File: src/rtl/fracnet_mac_pkg.sv
`default_nettype none
// ------------------------------------------------------------------
// fracnet_mac_pkg: shared types and constants for the FracNet MAC
// Rev 1.0
// ------------------------------------------------------------------
package fracnet_mac_pkg;

  localparam int MAX_ACC_W = 128;

  localparam logic MAC_MODE_MUL = 1'b0;
  localparam logic MAC_MODE_ACC = 1'b1;

  typedef struct packed {
    logic valid;
    logic mode;
    logic first;
    logic last;
  } sideband_t;

  // Wide bit patterns; callers keep the low w bits.
  function automatic logic [MAX_ACC_W-1:0] ACC_MAX(input int w);
    return (MAX_ACC_W'(1) << (w - 1)) - MAX_ACC_W'(1);
  endfunction

  function automatic logic [MAX_ACC_W-1:0] ACC_MIN(input int w);
    return ~ACC_MAX(w);
  endfunction

endpackage
`default_nettype wire

File: src/rtl/fracnet_mac_mul_pipe.sv
`default_nettype none
// ------------------------------------------------------------------
// fracnet_mac_mul_pipe: signed multiply with NUM_REG stages and sideband
// Rev 1.0
// ------------------------------------------------------------------
module fracnet_mac_mul_pipe
  import fracnet_mac_pkg::*;
#(
  parameter int DIN0_WIDTH = 18,
  parameter int DIN1_WIDTH = 24,
  parameter int NUM_REG    = 2
) (
  input  logic                                    clk_i,
  input  logic                                    rst_i,
  input  logic                                    en_i,
  input  sideband_t                               sb_i,
  input  logic signed [DIN0_WIDTH-1:0]            a_i,
  input  logic signed [DIN1_WIDTH-1:0]            b_i,
  output sideband_t                               sb_o,
  output logic signed [DIN0_WIDTH+DIN1_WIDTH-1:0] prod_o
);

  localparam int P = DIN0_WIDTH + DIN1_WIDTH;

  sideband_t                    sb_q [NUM_REG];
  logic signed [DIN0_WIDTH-1:0] a_q;
  logic signed [DIN1_WIDTH-1:0] b_q;

  always_ff @(posedge clk_i or posedge rst_i) begin
    if (rst_i) begin
      for (int i = 0; i < NUM_REG; i++) sb_q[i] <= '0;
    end else if (en_i) begin
      sb_q[0] <= sb_i;
      for (int i = 1; i < NUM_REG; i++) sb_q[i] <= sb_q[i-1];
    end
  end

  // Operand and product registers carry no reset so they fold into the DSP A/B/M registers.
  always_ff @(posedge clk_i) begin
    if (en_i) begin
      a_q <= a_i;
      b_q <= b_i;
    end
  end

  assign sb_o = sb_q[NUM_REG-1];

  generate
    if (NUM_REG == 1) begin : g_one
      assign prod_o = P'(a_q) * P'(b_q);
    end else begin : g_multi
      logic signed [P-1:0] m_q [NUM_REG-1];
      always_ff @(posedge clk_i) begin
        if (en_i) begin
          m_q[0] <= P'(a_q) * P'(b_q);
          for (int i = 1; i < NUM_REG - 1; i++) m_q[i] <= m_q[i-1];
        end
      end
      assign prod_o = m_q[NUM_REG-2];
    end
  endgenerate

endmodule
`default_nettype wire

File: src/rtl/fracnet_mac_pipe.sv
`default_nettype none
// ------------------------------------------------------------------
// fracnet_mac_pipe: pipelined signed multiply / saturating accumulate
// Rev 1.0
// ------------------------------------------------------------------
module fracnet_mac_pipe
  import fracnet_mac_pkg::*;
#(
  parameter int DIN0_WIDTH = 18,
  parameter int DIN1_WIDTH = 24,
  parameter int NUM_STAGE  = 3,
  parameter int ACC_WIDTH  = 48
) (
  input  logic                         ap_clk,
  input  logic                         ap_rst,
  input  logic                         in_valid,
  output logic                         in_ready,
  input  logic signed [DIN0_WIDTH-1:0] din0,
  input  logic signed [DIN1_WIDTH-1:0] din1,
  input  logic                         in_mode,
  input  logic                         in_first,
  input  logic                         in_last,
  output logic                         out_valid,
  input  logic                         out_ready,
  output logic signed [ACC_WIDTH-1:0]  dout,
  output logic                         dout_ovf
);

  localparam int P   = DIN0_WIDTH + DIN1_WIDTH;
  localparam int AW1 = ACC_WIDTH + 1;
  localparam logic [MAX_ACC_W-1:0] MAX_FULL = ACC_MAX(ACC_WIDTH);
  localparam logic [MAX_ACC_W-1:0] MIN_FULL = ACC_MIN(ACC_WIDTH);
  localparam logic signed [ACC_WIDTH-1:0] SAT_HI = MAX_FULL[ACC_WIDTH-1:0];
  localparam logic signed [ACC_WIDTH-1:0] SAT_LO = MIN_FULL[ACC_WIDTH-1:0];

  logic                        en;
  sideband_t                   in_sb;
  sideband_t                   fin_sb;
  logic signed [P-1:0]         fin_prod;

  logic signed [ACC_WIDTH-1:0] acc_q, acc_d;
  logic                        ovf_q, ovf_d;
  logic                        out_valid_q, out_valid_d;
  logic signed [ACC_WIDTH-1:0] dout_q, dout_d;
  logic                        dout_ovf_q, dout_ovf_d;

  logic signed [ACC_WIDTH-1:0] prod_ext;
  logic signed [ACC_WIDTH-1:0] base;
  logic signed [AW1-1:0]       sum;
  logic signed [ACC_WIDTH-1:0] sat_sum;
  logic                        clamp_hit;
  logic                        ovf_upd;

  // Enable depends only on registered state, so in_ready never looks at in_valid.
  assign en       = !out_valid_q || out_ready;
  assign in_ready = en;
  assign in_sb    = '{valid: in_valid, mode: in_mode, first: in_first, last: in_last};

  generate
    if (NUM_STAGE == 1) begin : g_direct
      assign fin_sb   = in_sb;
      assign fin_prod = P'(din0) * P'(din1);
    end else begin : g_pipe
      fracnet_mac_mul_pipe #(
        .DIN0_WIDTH (DIN0_WIDTH),
        .DIN1_WIDTH (DIN1_WIDTH),
        .NUM_REG    (NUM_STAGE - 1)
      ) u_mul (
        .clk_i  (ap_clk),
        .rst_i  (ap_rst),
        .en_i   (en),
        .sb_i   (in_sb),
        .a_i    (din0),
        .b_i    (din1),
        .sb_o   (fin_sb),
        .prod_o (fin_prod)
      );
    end
  endgenerate

  always_comb begin
    prod_ext  = ACC_WIDTH'(fin_prod);
    base      = fin_sb.first ? '0 : acc_q;
    sum       = AW1'(base) + AW1'(prod_ext);
    clamp_hit = sum[AW1-1] != sum[AW1-2];
    if (!clamp_hit)       sat_sum = sum[ACC_WIDTH-1:0];
    else if (sum[AW1-1])  sat_sum = SAT_LO;
    else                  sat_sum = SAT_HI;
    ovf_upd   = (fin_sb.first ? 1'b0 : ovf_q) | clamp_hit;

    acc_d       = acc_q;
    ovf_d       = ovf_q;
    out_valid_d = out_valid_q;
    dout_d      = dout_q;
    dout_ovf_d  = dout_ovf_q;
    if (en) begin
      out_valid_d = 1'b0;
      if (fin_sb.valid) begin
        if (fin_sb.mode == MAC_MODE_MUL) begin
          out_valid_d = 1'b1;
          dout_d      = prod_ext;
          dout_ovf_d  = 1'b0;
        end else begin
          acc_d = sat_sum;
          ovf_d = ovf_upd;
          if (fin_sb.last) begin
            out_valid_d = 1'b1;
            dout_d      = sat_sum;
            dout_ovf_d  = ovf_upd;
          end
        end
      end
    end
  end

  always_ff @(posedge ap_clk or posedge ap_rst) begin
    if (ap_rst) begin
      acc_q       <= '0;
      ovf_q       <= 1'b0;
      out_valid_q <= 1'b0;
      dout_q      <= '0;
      dout_ovf_q  <= 1'b0;
    end else begin
      acc_q       <= acc_d;
      ovf_q       <= ovf_d;
      out_valid_q <= out_valid_d;
      dout_q      <= dout_d;
      dout_ovf_q  <= dout_ovf_d;
    end
  end

  assign out_valid = out_valid_q;
  assign dout      = dout_q;
  assign dout_ovf  = dout_ovf_q;

endmodule
`default_nettype wire

File: config.mk
export PLATFORM = sky130hd
export DESIGN_NAME = fracnet_mac_pipe
export DESIGN_NICKNAME = d
export VERILOG_FILES = /design/src/rtl/fracnet_mac_pkg.sv /design/src/rtl/fracnet_mac_mul_pipe.sv /design/src/rtl/fracnet_mac_pipe.sv
export SDC_FILE = /design/constraint.sdc
export NUM_CORES = 2
export LEC_CHECK = 0
export ABC_CLOCK_PERIOD_IN_PS = 6100
export CAP_MARGIN = 25
export CORE_MARGIN = 4
export CORE_UTILIZATION = 45
export CTS_BUF_LIST = sky130_fd_sc_hd__clkbuf_4
export CTS_CLUSTER_DIAMETER = 80
export DETAILED_ROUTE_END_ITERATION = 16
export PLACE_DENSITY = 0.74
export SLEW_MARGIN = 25
export SYNTH_ARGS = -nofsm -noshare
export SYNTH_HDL_FRONTEND = slang
export SYNTH_HIERARCHICAL = 1
export SYNTH_SLANG_ARGS = --single-unit
File: constraint.sdc
create_clock -name ap_clk -period 6.1 [get_ports ap_clk]
set_clock_uncertainty 0.2 [all_clocks]
set_input_delay 1.22 -clock ap_clk [delete_from_list [all_inputs] [get_ports ap_clk]]
set_output_delay 1.22 -clock ap_clk [all_outputs]
set_load 0.1 [all_outputs]
==> summary.md <==
| Metric | Value |
|---|---|
| GRT Resource Usage Total | 0.218 |
| CP Max Fanout | 6 |
| Final setup viols | 11 |
| Core Region | between 50000 and 60000 sq um |
| Ys async rst share | 0.560 |
| Failing checks | negative setup slack |
| Clock-pin slew on the worst setup and hold paths | approximately 200 ps |
| TritonCTS clock tree | yes |
| DIE HEIGHT | 247 um |
| Layout Cells excl Fill | 3828 |
| Fin. Hold Viols | 0 |
| HPWL Detailed | around 52000 um |
| Synth cell count leaders | inv_1 (537), fa_1 (426), nand2_1 (390) |
| Yosys top cell by area | fa_1 |
| Worst r2r src | g_pipe.u_mul/b_q[7]$_DFFE_PP_ |
| CTS Buf Count | 17 |
| Synth unique cells | 77 |
| Worst min-delay path startpoint | acc_q[39]$_DFFE_PP0P_ |
| Area delta synth->final | 16.6% |
| Starting Density | 0.456 |
| Row count | 87 |
| Number of routed nets with antenna violations | 0 |
| Top-area cell type share of the netlist area | 0.331 |
| Design area | between 30000 and 40000 sq um |
| Layout cell share with drive strength beyond 1 | 0.146 |
| Routed len/inst | 17.2 um |
| Req. time, crit path | 6400 ps |
| Worst setup EP type | register |
| CP max stage cell | fa_1 |
| Global-route wire length before repair | around 110000 um |
| Htree depth | 4 |
| DRT Wirelength | 65800 um |
| Placed insts | 3749 |
| Tmin final | ~6200 ps |
| Mapped Area | approximately 26000 sq um |
| Clock tree buffer depth | 2 |
| Root Driver | clkbuf_4 |
| Synth Register Bits | 191 |
| Hold path depth | 2 |
| Synth Warn # | 6 |
| Sequential area share after synthesis | 0.202 |
| Worst-skew pair later-pin latency | between 700 and 800 ps |
| CP arrival | 6500 ps |
| Cells along the critical path | nand2_2 > fa_1 > inv_2 > fa_1 > inv_2 > fa_1 > inv_2 > fa_1 > fa_1 > inv_1 > fa_1 > inv_2 > ha_4 > and3_4 > nand2_2 > a2111o_1 > a21o_1 > a31oi_4 > o21ai_4 > a21oi_2 > xnor2_1 |
| Clock sink count | around 190 |
| Final estimated routing congestion in global placement | slightly below 1 |
| Filler Cells Inserted | 4943 |
| Top delay family on crit path | adder cells |
| Antenna violations before repair | 2 |
| Crit path top cell by count | fa_1 |
| Pre-Repair DR Iteration Count | 5 |
| # IOs | 100 |
| Worst r2r dst | g_pipe.u_mul/g_multi.m_q[0][41]$_DFFE_PP_ |
| Tightest Pin Transition | around 1100 ps |
| Most common cell in the synthesized netlist | inv_1 |
| Crit path buf inv count | 5 |
| Syn Nets | ~3500 |
| Number of global-route vias before repair | roughly 21000 |
| Timing-limited maximum frequency | 161 MHz |
| Number of synthesized flops with an enable pin | 84 |
| Reg2Reg Setup Slack | -100 ps |
| Hold Crit Class | reg2reg |
| Final period util | 1.02 |
| Worst Hold End | acc_q[39]$_DFFE_PP0P_ |
| Crit start category | register |
| Fin nets | 3685 |
| DIE AREA | roughly 61000 sq um |
| I/O Buffers | 99 |
| Critical path class | reg2reg |
| Max incr delay on CP | around 560 ps |
| Via count | 20000 |
| Outcome | finished with violations |
| Final worst-path setup slack | -103 ps |
| Largest net degree at the start of global routing | 58 |
| Die Width | between 200 and 250 um |
| Remaining DRCs | 0 |
| Predominant post-synthesis flop cell | dfrtp_1 |
| Slew headroom | 0.271 |
| Mapped Avg Cell Area | ~9 sq um |
| Pins over their slew limit | 0 |
| Top cells by area, synth | fa_1 (33%), dfrtp_1 (10%), edfxtp_1 (9.8%) |
| R2R cell count | 21 |
| Initial detailed-routing violation count | ~1400 |
| Remaining Overflow, GRT | 0 |
| Max-cap violations | 0 |
| RSZ-0062 raised after global routing | yes |
| Vias/cell | between 5 and 6 |
| Cell Area, Placed | 28800 sq um |
| Cells after Synth | 2834 |
tightest hold or removal path, cell delays in order, from the launching register on:
cell	delay (ps)
dfrtp_1	390
nand2_1	50
nand2_1	50
worst max path at each step:
stage                                                      endpoint  slack (ps)  cells past startpoint                     startpoint
after CTS                 g_pipe.u_mul/g_multi.m_q[0][40]$_DFFE_PP_         -30                     22  g_pipe.u_mul/a_q[3]$_DFFE_PP_
final                     g_pipe.u_mul/g_multi.m_q[0][41]$_DFFE_PP_        -100                     21  g_pipe.u_mul/b_q[7]$_DFFE_PP_
after global placement    g_pipe.u_mul/g_multi.m_q[0][32]$_DFFE_PP_        -190                     21  g_pipe.u_mul/a_q[6]$_DFFE_PP_
after detailed placement  g_pipe.u_mul/g_multi.m_q[0][32]$_DFFE_PP_        -340                     21  g_pipe.u_mul/a_q[6]$_DFFE_PP_
after floorplan           g_pipe.u_mul/g_multi.m_q[0][41]$_DFFE_PP_        0.03                     23  g_pipe.u_mul/a_q[7]$_DFFE_PP_
after global routing      g_pipe.u_mul/g_multi.m_q[0][32]$_DFFE_PP_        -300                     22  g_pipe.u_mul/a_q[6]$_DFFE_PP_
cell type report:
class | instances | area, sq um | area share
Sequential cell | 191 | 5200 | 0.173
Multi-Input combinational cell | 1959 | 18500 | 0.616
Tap cell | 756 | 946 | 0.0314
Clock buffer | 17 | 128 | 0.00424
Clock inverter | 15 | 180 | 0.00599
Inverter | 539 | 2030 | 0.0674
Timing Repair Buffer | 349 | 3050 | 0.101
Antenna cell | 2 | 5.00 | 0.000166
per-layer routing:
metal / global-route usage / vias to the layer above / wire (um)
li1: - / 9285 / -
met3: 0.0505 / 100 / 5550
met2: 0.348 / 745 / 30300
met1: 0.304 / 9885 / 28500
met4: 0.0513 / 0 / 1490
met5: 0 / - / 0
kinds of logic after synthesis:
group                    count (synthesis)  synth area share
AND/OR/NAND/NOR                        838             0.155
buffers and inverters                  684             0.101
adder cells (fa/ha/maj)                581             0.406
AO/OA/AOI/OAI                          447             0.104
flip-flops                             191             0.202
XOR/XNOR                                83            0.0285
multiplexers                            10           0.00427
layout by cell type, fill, tap and decap left out, types with 5 or more instances in the layout:
cell type,instances
or3_1,9
clkdlybuf4s50_1,96
a21oi_2,10
mux2_2,8
inv_2,27
fa_2,25
o211ai_1,15
buf_6,33
nand2b_1,22
fa_1,401
nand4_1,19
o21bai_1,9
o21ai_1,13
buf_12,6
nand2_2,11
and2_4,12
ha_4,19
a221oi_1,5
edfxtp_1,84
o21a_1,11
a31oi_1,16
nor2_1,94
ha_1,131
nor2b_1,51
nor3_1,13
xnor2_1,57
and2_1,144
a21oi_1,156
dfrtp_1,106
o21ai_2,7
buf_4,211
inv_1,510
nand2_1,379
clkbuf_4,17
and3_1,37
xor2_1,25
o21ai_0,126
nand3_1,26
a21o_1,24
stage by stage:
step	setup WS, ps	hold slack, ps	utilization	TNS [ps]
2_1_floorplan	0.0271	231	-	0
3_3_place_gp	-188	254	0.509	-1050
3_5_place_dp	-341	251	0.508	-2740
4_1_cts	-33.3	299	0.521	-74.0
5_1_grt	-302	320	0.531	-3560
6_report	-103	299	0.531	-565
registers in the layout, indices dropped and copies added (netlist names):
| name | cells |
|---|---|
| acc_q | 48 |
| dout | 48 |
| g_pipe.u_mul/g_multi.m_q | 42 |
| g_pipe.u_mul/b_q | 24 |
| g_pipe.u_mul/a_q | 18 |
| g_pipe.u_mul/sb_o | 4 |
| g_pipe.u_mul/sb_q | 4 |
| dout_ovf | 1 |
| out_valid | 1 |
| ovf_q | 1 |
timing repair:
action | in CTS | in global routing
resized for setup | 60 | 115
pin swaps | 34 | 64
endpoints found under the setup margin | 17 | 22
cloned | 1 | 1
hold buffers | 0 | 0
buffers inserted | 24 | 19
Power is not shown: default switching activity piles up to over one toggle a cycle in this logic, so the estimate is an artifact.
